**config.mk**
```make
export PLATFORM = sky130hd
export DESIGN_NAME = ctx_save_restore
export DESIGN_NICKNAME = d
export VERILOG_FILES = /design/src/rtl/ctx_save_restore.sv
export SDC_FILE = /design/constraint.sdc
export NUM_CORES = 1
export LEC_CHECK = 0
export BUFFER_PORTS_ARGS = -buffer_cell sky130_fd_sc_hd__buf_4
export CAP_MARGIN = 20
export CORE_MARGIN = 2
export CORE_UTILIZATION = 44
export CTS_BUF_LIST = sky130_fd_sc_hd__clkbuf_16
export DETAILED_ROUTE_END_ITERATION = 12
export GPL_TIMING_DRIVEN = 0
export PLACE_DENSITY = 0.83
export RECOVER_POWER = 25
export SLEW_MARGIN = 20
export SYNTH_ARGS = -nofsm -noshare
export SYNTH_HDL_FRONTEND = slang
export SYNTH_SLANG_ARGS = --single-unit
```
**constraint.sdc**
```tcl
create_clock -name CLK -period 2.9 [get_ports CLK]
set_input_delay 0.29 -clock CLK [delete_from_list [all_inputs] [get_ports CLK]]
set_output_delay 0.29 -clock CLK [all_outputs]
set_load 0.02 [all_outputs]
```
**src/rtl/ctx_save_restore.sv**
```systemverilog
// rtl/ctx_save_restore.sv - register-file context save/restore engine
//
// Save (mode=0): reads registers 0..NREGS-1 through rf_raddr/rf_rdata and
// writes each to memory at base + 4*index.
// Restore (mode=1): reads memory at base + 4*index and writes each value
// back through rf_waddr/rf_wdata/rf_we.
//
// Ports:
//   CLK, RESET            clock (rising edge), asynchronous active-high reset
//   start, mode, base_addr  transfer request; mode/base sampled with start
//   busy, done            transfer in progress / one-cycle completion pulse
//   rf_raddr, rf_rdata    register-file read port (combinational read)
//   rf_waddr, rf_wdata, rf_we  register-file write port
//   mem_req, mem_we, mem_addr, mem_wdata  memory request, held until mem_ack
//   mem_rdata, mem_ack    memory response
module ctx_save_restore #(
    parameter int NREGS = 32,
    parameter int AW    = 32,
    parameter int DW    = 32
) (
    input  logic          CLK,
    input  logic          RESET,
    input  logic          start,
    input  logic          mode,
    input  logic [AW-1:0] base_addr,
    output logic          busy,
    output logic          done,
    output logic [4:0]    rf_raddr,
    input  logic [DW-1:0] rf_rdata,
    output logic [4:0]    rf_waddr,
    output logic [DW-1:0] rf_wdata,
    output logic          rf_we,
    output logic          mem_req,
    output logic          mem_we,
    output logic [AW-1:0] mem_addr,
    output logic [DW-1:0] mem_wdata,
    input  logic [DW-1:0] mem_rdata,
    input  logic          mem_ack
);

    typedef enum logic [2:0] {
        IDLE,
        S_RD,
        S_MEM,
        R_MEM,
        R_WR,
        DONE
    } state_t;

    localparam logic [4:0] LAST_IDX = 5'(NREGS - 1);

    state_t        state_q, state_d;
    logic [4:0]    idx_q, idx_d;
    logic [AW-1:0] base_q, base_d;
    logic [DW-1:0] mem_wdata_q, mem_wdata_d;
    logic [DW-1:0] rf_wdata_q, rf_wdata_d;
    logic [4:0]    rf_waddr_q, rf_waddr_d;

    logic          last_idx;
    logic [AW-1:0] frame_addr;

    assign last_idx   = (idx_q == LAST_IDX);
    // Wraps modulo 2^AW; base low bits are used as given.
    assign frame_addr = base_q + AW'({idx_q, 2'b00});

    always_ff @(posedge CLK or posedge RESET) begin
        if (RESET) begin
            state_q     <= IDLE;
            idx_q       <= '0;
            base_q      <= '0;
            mem_wdata_q <= '0;
            rf_wdata_q  <= '0;
            rf_waddr_q  <= '0;
        end else begin
            state_q     <= state_d;
            idx_q       <= idx_d;
            base_q      <= base_d;
            mem_wdata_q <= mem_wdata_d;
            rf_wdata_q  <= rf_wdata_d;
            rf_waddr_q  <= rf_waddr_d;
        end
    end

    always_comb begin
        state_d     = state_q;
        idx_d       = idx_q;
        base_d      = base_q;
        mem_wdata_d = mem_wdata_q;
        rf_wdata_d  = rf_wdata_q;
        rf_waddr_d  = rf_waddr_q;

        case (state_q)
            IDLE: begin
                if (start) begin
                    idx_d   = '0;
                    base_d  = base_addr;
                    // The transfer direction is carried by the state path.
                    state_d = mode ? R_MEM : S_RD;
                end
            end
            S_RD: begin
                mem_wdata_d = rf_rdata;
                state_d     = S_MEM;
            end
            S_MEM: begin
                if (mem_ack) begin
                    if (last_idx) begin
                        state_d = DONE;
                    end else begin
                        idx_d   = idx_q + 5'd1;
                        state_d = S_RD;
                    end
                end
            end
            R_MEM: begin
                if (mem_ack) begin
                    rf_wdata_d = mem_rdata;
                    rf_waddr_d = idx_q;
                    state_d    = R_WR;
                end
            end
            R_WR: begin
                if (last_idx) begin
                    state_d = DONE;
                end else begin
                    idx_d   = idx_q + 5'd1;
                    state_d = R_MEM;
                end
            end
            DONE: begin
                state_d = IDLE;
            end
            default: begin
                state_d = IDLE;
            end
        endcase
    end

    // Outputs decode straight from the state so an async reset clears them
    // in the same instant.
    always_comb begin
        busy     = 1'b0;
        done     = 1'b0;
        rf_raddr = '0;
        rf_we    = 1'b0;
        mem_req  = 1'b0;
        mem_we   = 1'b0;
        mem_addr = '0;
        case (state_q)
            S_RD: begin
                busy     = 1'b1;
                rf_raddr = idx_q;
            end
            S_MEM: begin
                busy     = 1'b1;
                mem_req  = 1'b1;
                mem_we   = 1'b1;
                mem_addr = frame_addr;
            end
            R_MEM: begin
                busy     = 1'b1;
                mem_req  = 1'b1;
                mem_addr = frame_addr;
            end
            R_WR: begin
                busy  = 1'b1;
                rf_we = 1'b1;
            end
            DONE: begin
                done = 1'b1;
            end
            default: begin
            end
        endcase
    end

    assign rf_waddr  = rf_waddr_q;
    assign rf_wdata  = rf_wdata_q;
    assign mem_wdata = mem_wdata_q;

endmodule

```
======== Word-level counts from Yosys, hierarchy flattened ========
Cells that the tools add are included.
cells by class
  mux-type cells .......................... 18
  add/subtract/negate cells ............... 2
  equal/unequal tests ..................... 9
  reductions and logical operators ........ 8
operators with widths
  operator             count
  $add 32x7->32        1
  $mux 32              1
  $mux 5               4
  $mux 3               5
  $pmux 3 s5           1
  $pmux 5 s3           1
  $eq 3x2->1 const B   2
  $eq 3x3->1 const B   2
  $ne 2x2->1 const B   3
  $reduce_and 3->1     2
  $add 5x1->5 const B  1
  $eq 5x5->1 const B   1
  $mux 1               5
  $reduce_and 2->1     2
  $reduce_or 4->1      1
  $eq 3x1->1 const B   1
  $logic_not 3->1      1
  $reduce_bool 3->1    1
  $mux 2               1
  $reduce_or 2->1      1
storage, ports and cells
  word-level logic and storage cells ...... 43
  bits in registers ....................... 109
  input port bits ......................... 101
  output and inout bits ................... 111

======== Logic depth before layout (Yosys ltp) ========
  depth after elaboration ................. 4
  gate-level depth with buffers ........... 8
  mapped depth without buffers ............ 8

======== Worst setup path before layout ========
Ideal clock, no wire load.
  path kind ............................... register -> output
  start point ............................. register idx_q[0]
  end point ............................... output port mem_addr[26]
  cell stages (with the launch flop) ...... 8
  buffers on the path ..................... 0
  arrival ................................. 2.145 ns
  path slack .............................. 0.465 ns
  data required time ...................... 2.610 ns
  cells stage by stage .................... dfrtp_1 ha_1 fa_1 a211oi_1 o21ba_2 nor4_2 xnor2_1 nor2_1
on the way
  word-level cells in the longest chain between the ends .. 2
RTL lines
  what                    RTL line  RTL
  from (decl)             53        logic [4:0] idx_q, idx_d;
  from (signal assigned)  76        idx_q <= idx_d;
  $add 32x7->32           64        assign frame_addr = base_q + AW'({idx_q, 2'b00});
  $mux 32                 149       case (state_q)
  to (decl)               35        output logic [AW-1:0] mem_addr,
Every way passes these cells.

======== Final worst setup path ========
  start point ............................. register idx_q[4]
  end point ............................... output port mem_addr[26]
Same word-level chain as after synthesis.

==> results.yml <==
placed_design:
  place_area_sq_um: 7132
  port_buffers: 211
  pre_cts_ws_ns: 0.2112
  post-dp-hpwl_um: 10340
  gp_congestion: 0.8447
die:
  dieHeight_um: 113.4
  die_width_um: 113.4
  design.die.area_sq_um: 12870
  fp.coreArea_sq_um: 11560
  pin_count: 212
  row_count: 39
  start_util: 0.4557
clocking:
  cts.path.max_buffers: 2
  cts_made_buffers: 9
  cts_root_buf: "clkbuf_16"
  clk_latency_ns: 0.35
  clkTransAtPathRegs_ns: 0.07
  cts_tree: "yes"
  h-tree-depth: 3
  clock_sink_count: 109
sta:
  slew_viol_final: 70
  period_share: 0.9647
  max-slew-margin-rel: -0.2882
  finalSetupViolations: 0
  skew_ns: 0.006072
  tightest_slew_ns: 1.932
  post-route-min-period_ns: 2.798
  fin_ws_ns: 0.1023
  max_freq_mhz: 357.4
  hold_violations: 0
logic_synthesis:
  synth_area_leaders: "dfrtp_1, mux2_2, xnor2_1, nor2_1, ha_1"
  syn_area_sq_um: 5270
  synth.distinct_cells: 51
  synth_fp_nets: 526
  ys.flop_type: "dfrtp_1"
  syn_inst: 417
  syn_avg_cell_area_sq_um: 12.64
  yosysTopAreaCell: "dfrtp_1"
  synth_top_area_share: 0.5176
  yosys_warnings: 0
  synth_seq_cells: 109
  async_flop_share: 1.000
  synth_edf_count: 0
  ys_seq_area_frac: 0.5176
cells_and_area:
  nNetsFinal: 758
  utilization: 0.6497
  final_area_sq_um: 7513
  antenna_cells: 0
  drive_above_1_share: 0.5810
  synthToLayoutAreaGrowth_pct: 42.57
  multi_input_area_sq_um: 2461
  seq_area_sq_um: 2730
  fillers: 896
power:
  power_uw: 8479
  p_per_area_nw_per_um2: 1128
  cellLeakagePower_uw: 0.003481
  peakVddDrop_uv: 644.9
setup_path:
  cp.arrival_ns: 2.51
  cp-end-kind: "output port"
  crit_type: "register to output port"
  worstPathMaxFanout: 7
  critPathLaunchType: "register"
  critical_path_required_ns: 2.61
worst_hold_path:
  hold_class: "input port to register"
flow_run:
  cap_violations: 2
route:
  final_antenna_net_count: 0
  vias: 4169
  drc: 0
  firstDrtPassIters: 4
  wl_um: 13820
  vias_per_cell: 5.231
  drtIter0Drc: 192
  wl_per_cell_um: 17.35
global_routing:
  antenna_found_initial: 0
  grt_pass1_wl_um: 22120
  grt_max_degree: 37
  grt_use_total: 0.2184
  grt_pass1_vias: 4364
  globalRouteOverflowTotal: 0
status:
  violations: "max-capacitance violations, max-slew violations"
  status: "complete, but fails checks"
[layout by cell type, fill, tap and decap left out, drive strengths merged, types with 2 or more instances in the layout]
cell     netlist  layout
a21o           3       3
clkinv         0       2
nor4           6       6
clkbuf         2      14
ha             7       7
and2          10      10
o21bai         2       2
nand4          6       6
nor2          33      33
dfrtp        109     109
mux2          98      98
inv            6       9
nor3b          3       3
nand2         19      19
nand2b         6       6
buf           20     237
a31o           2       2
and4           3       3
nand3          8       8
xnor2         20      20
xor2           5       5
a2111oi        5       5
a31oi          2       2
o21ai         11      11
and3           2       2
a211oi         5       5
a21oi         10      10
nor3           2       2
a41o           2       2
[through the flow]
step / hold slack [ns] / setup TNS (ns) / std cells
after CTS: 0.1479 / 0 / 794
after global placement: 0.4827 / 0 / 771
after global routing: 0.1424 / -0.009341 / 797
after detailed placement: 0.2226 / 0 / 775
final: 0.1607 / 0 / 797
after floorplan: 0.4007 / 0 / 417
[registers in the layout (all words and copies together), names as in the netlist]
signal and cells:
rf_wdata 32, mem_wdata 32, state_q 3, rf_waddr 5, idx_q 5, base_q 32
[where the power goes]
part	switching (uW)	internal (uW)	total (uW)
registers	557	2260	2820
logic	2270	2140	4400
clock network	580	675	1260
total	3400	5080	8480
[cell usage after synthesis, drive strengths merged, types with 5 or more instances]
| cell | n |
|---|---|
| buf | 20 |
| mux2 | 98 |
| a21oi | 10 |
| nand2b | 6 |
| nor2 | 33 |
| inv | 6 |
| xor2 | 5 |
| a211oi | 5 |
| xnor2 | 20 |
| a2111oi | 5 |
| nand3 | 8 |
| nand2 | 19 |
| nor4 | 6 |
| and2 | 10 |
| nand4 | 6 |
| ha | 7 |
| o21ai | 11 |
| dfrtp | 109 |
[per-layer routing]
metal / track usage / wire, um / up-vias
li1: - / - / 1940
met4: 0.05041 / 126 / 0
met2: 0.3972 / 7408 / 151
met5: 0 / 0 / -
met1: 0.2504 / 5325 / 2067
met3: 0.07120 / 964 / 11
[worst max-delay path, cell delays in order, from the launching register on]
cell and delay [ns]:
dfrtp_1 0.45, ha_1 0.40, o21ai_0 0.21, o21ba_4 0.32
nor4_2 0.34, xnor2_1 0.18, nor2_1 0.07, buf_4 0.17
[what timing repair did]
item	4_1_cts	5_1_grt
setup buffers	2	3
hold buffers	1	0
gates cloned	0	0
hold endpoints to repair	3	0
resized for setup	7	9
setup endpoints to repair	17	21
pin swaps	2	1
[logic make-up (layout without fill, tap and decap cells)]
logic type | after synthesis | count (layout) | share of synthesized area
DFF | 109 | 109 | 0.5176
muxes | 98 | 98 | 0.2094
buffers and inverters | 28 | 265 | 0.02754
AOI/OAI and AO/OA | 47 | 47 | 0.06909
adders and majority gates | 8 | 8 | 0.02042
xor gates and xnor gates | 25 | 25 | 0.04155
and+or+nand+nor | 102 | 102 | 0.1144
[cell type report]
class                           instances  area share
Inverter                                6    0.003164
Clock inverter                          7    0.009659
Buffer                                 22     0.01749
Clock buffer                            9     0.02998
Tap cell                              143     0.02381
Multi-Input combinational cell        280      0.3276
Timing Repair Buffer                  221      0.2250
Sequential cell                       109      0.3634
[worst paths after layout]
kind / to / slack, ns / from / cells after the start
max in group asynchronous: mem_wdata[27]$_DFFE_PP0N_ / 0.44 / RESET / 4
hold reg to reg: base_q[0]$_DFFE_PP0P_ / 0.51 / base_q[0]$_DFFE_PP0P_ / 1
min in group asynchronous: mem_wdata[14]$_DFFE_PP0N_ / 0.41 / RESET / 3
setup / recovery: mem_addr[26] / 0.10 / idx_q[4]$_DFFE_PP0P_ / 7
setup reg to reg: idx_q[3]$_DFFE_PP0P_ / 0.59 / idx_q[0]$_DFFE_PP0P_ / 9
hold / removal: rf_wdata[26]$_DFFE_PP0P_ / 0.16 / mem_rdata[26] / 2
Power figures use the tool's default switching activity.
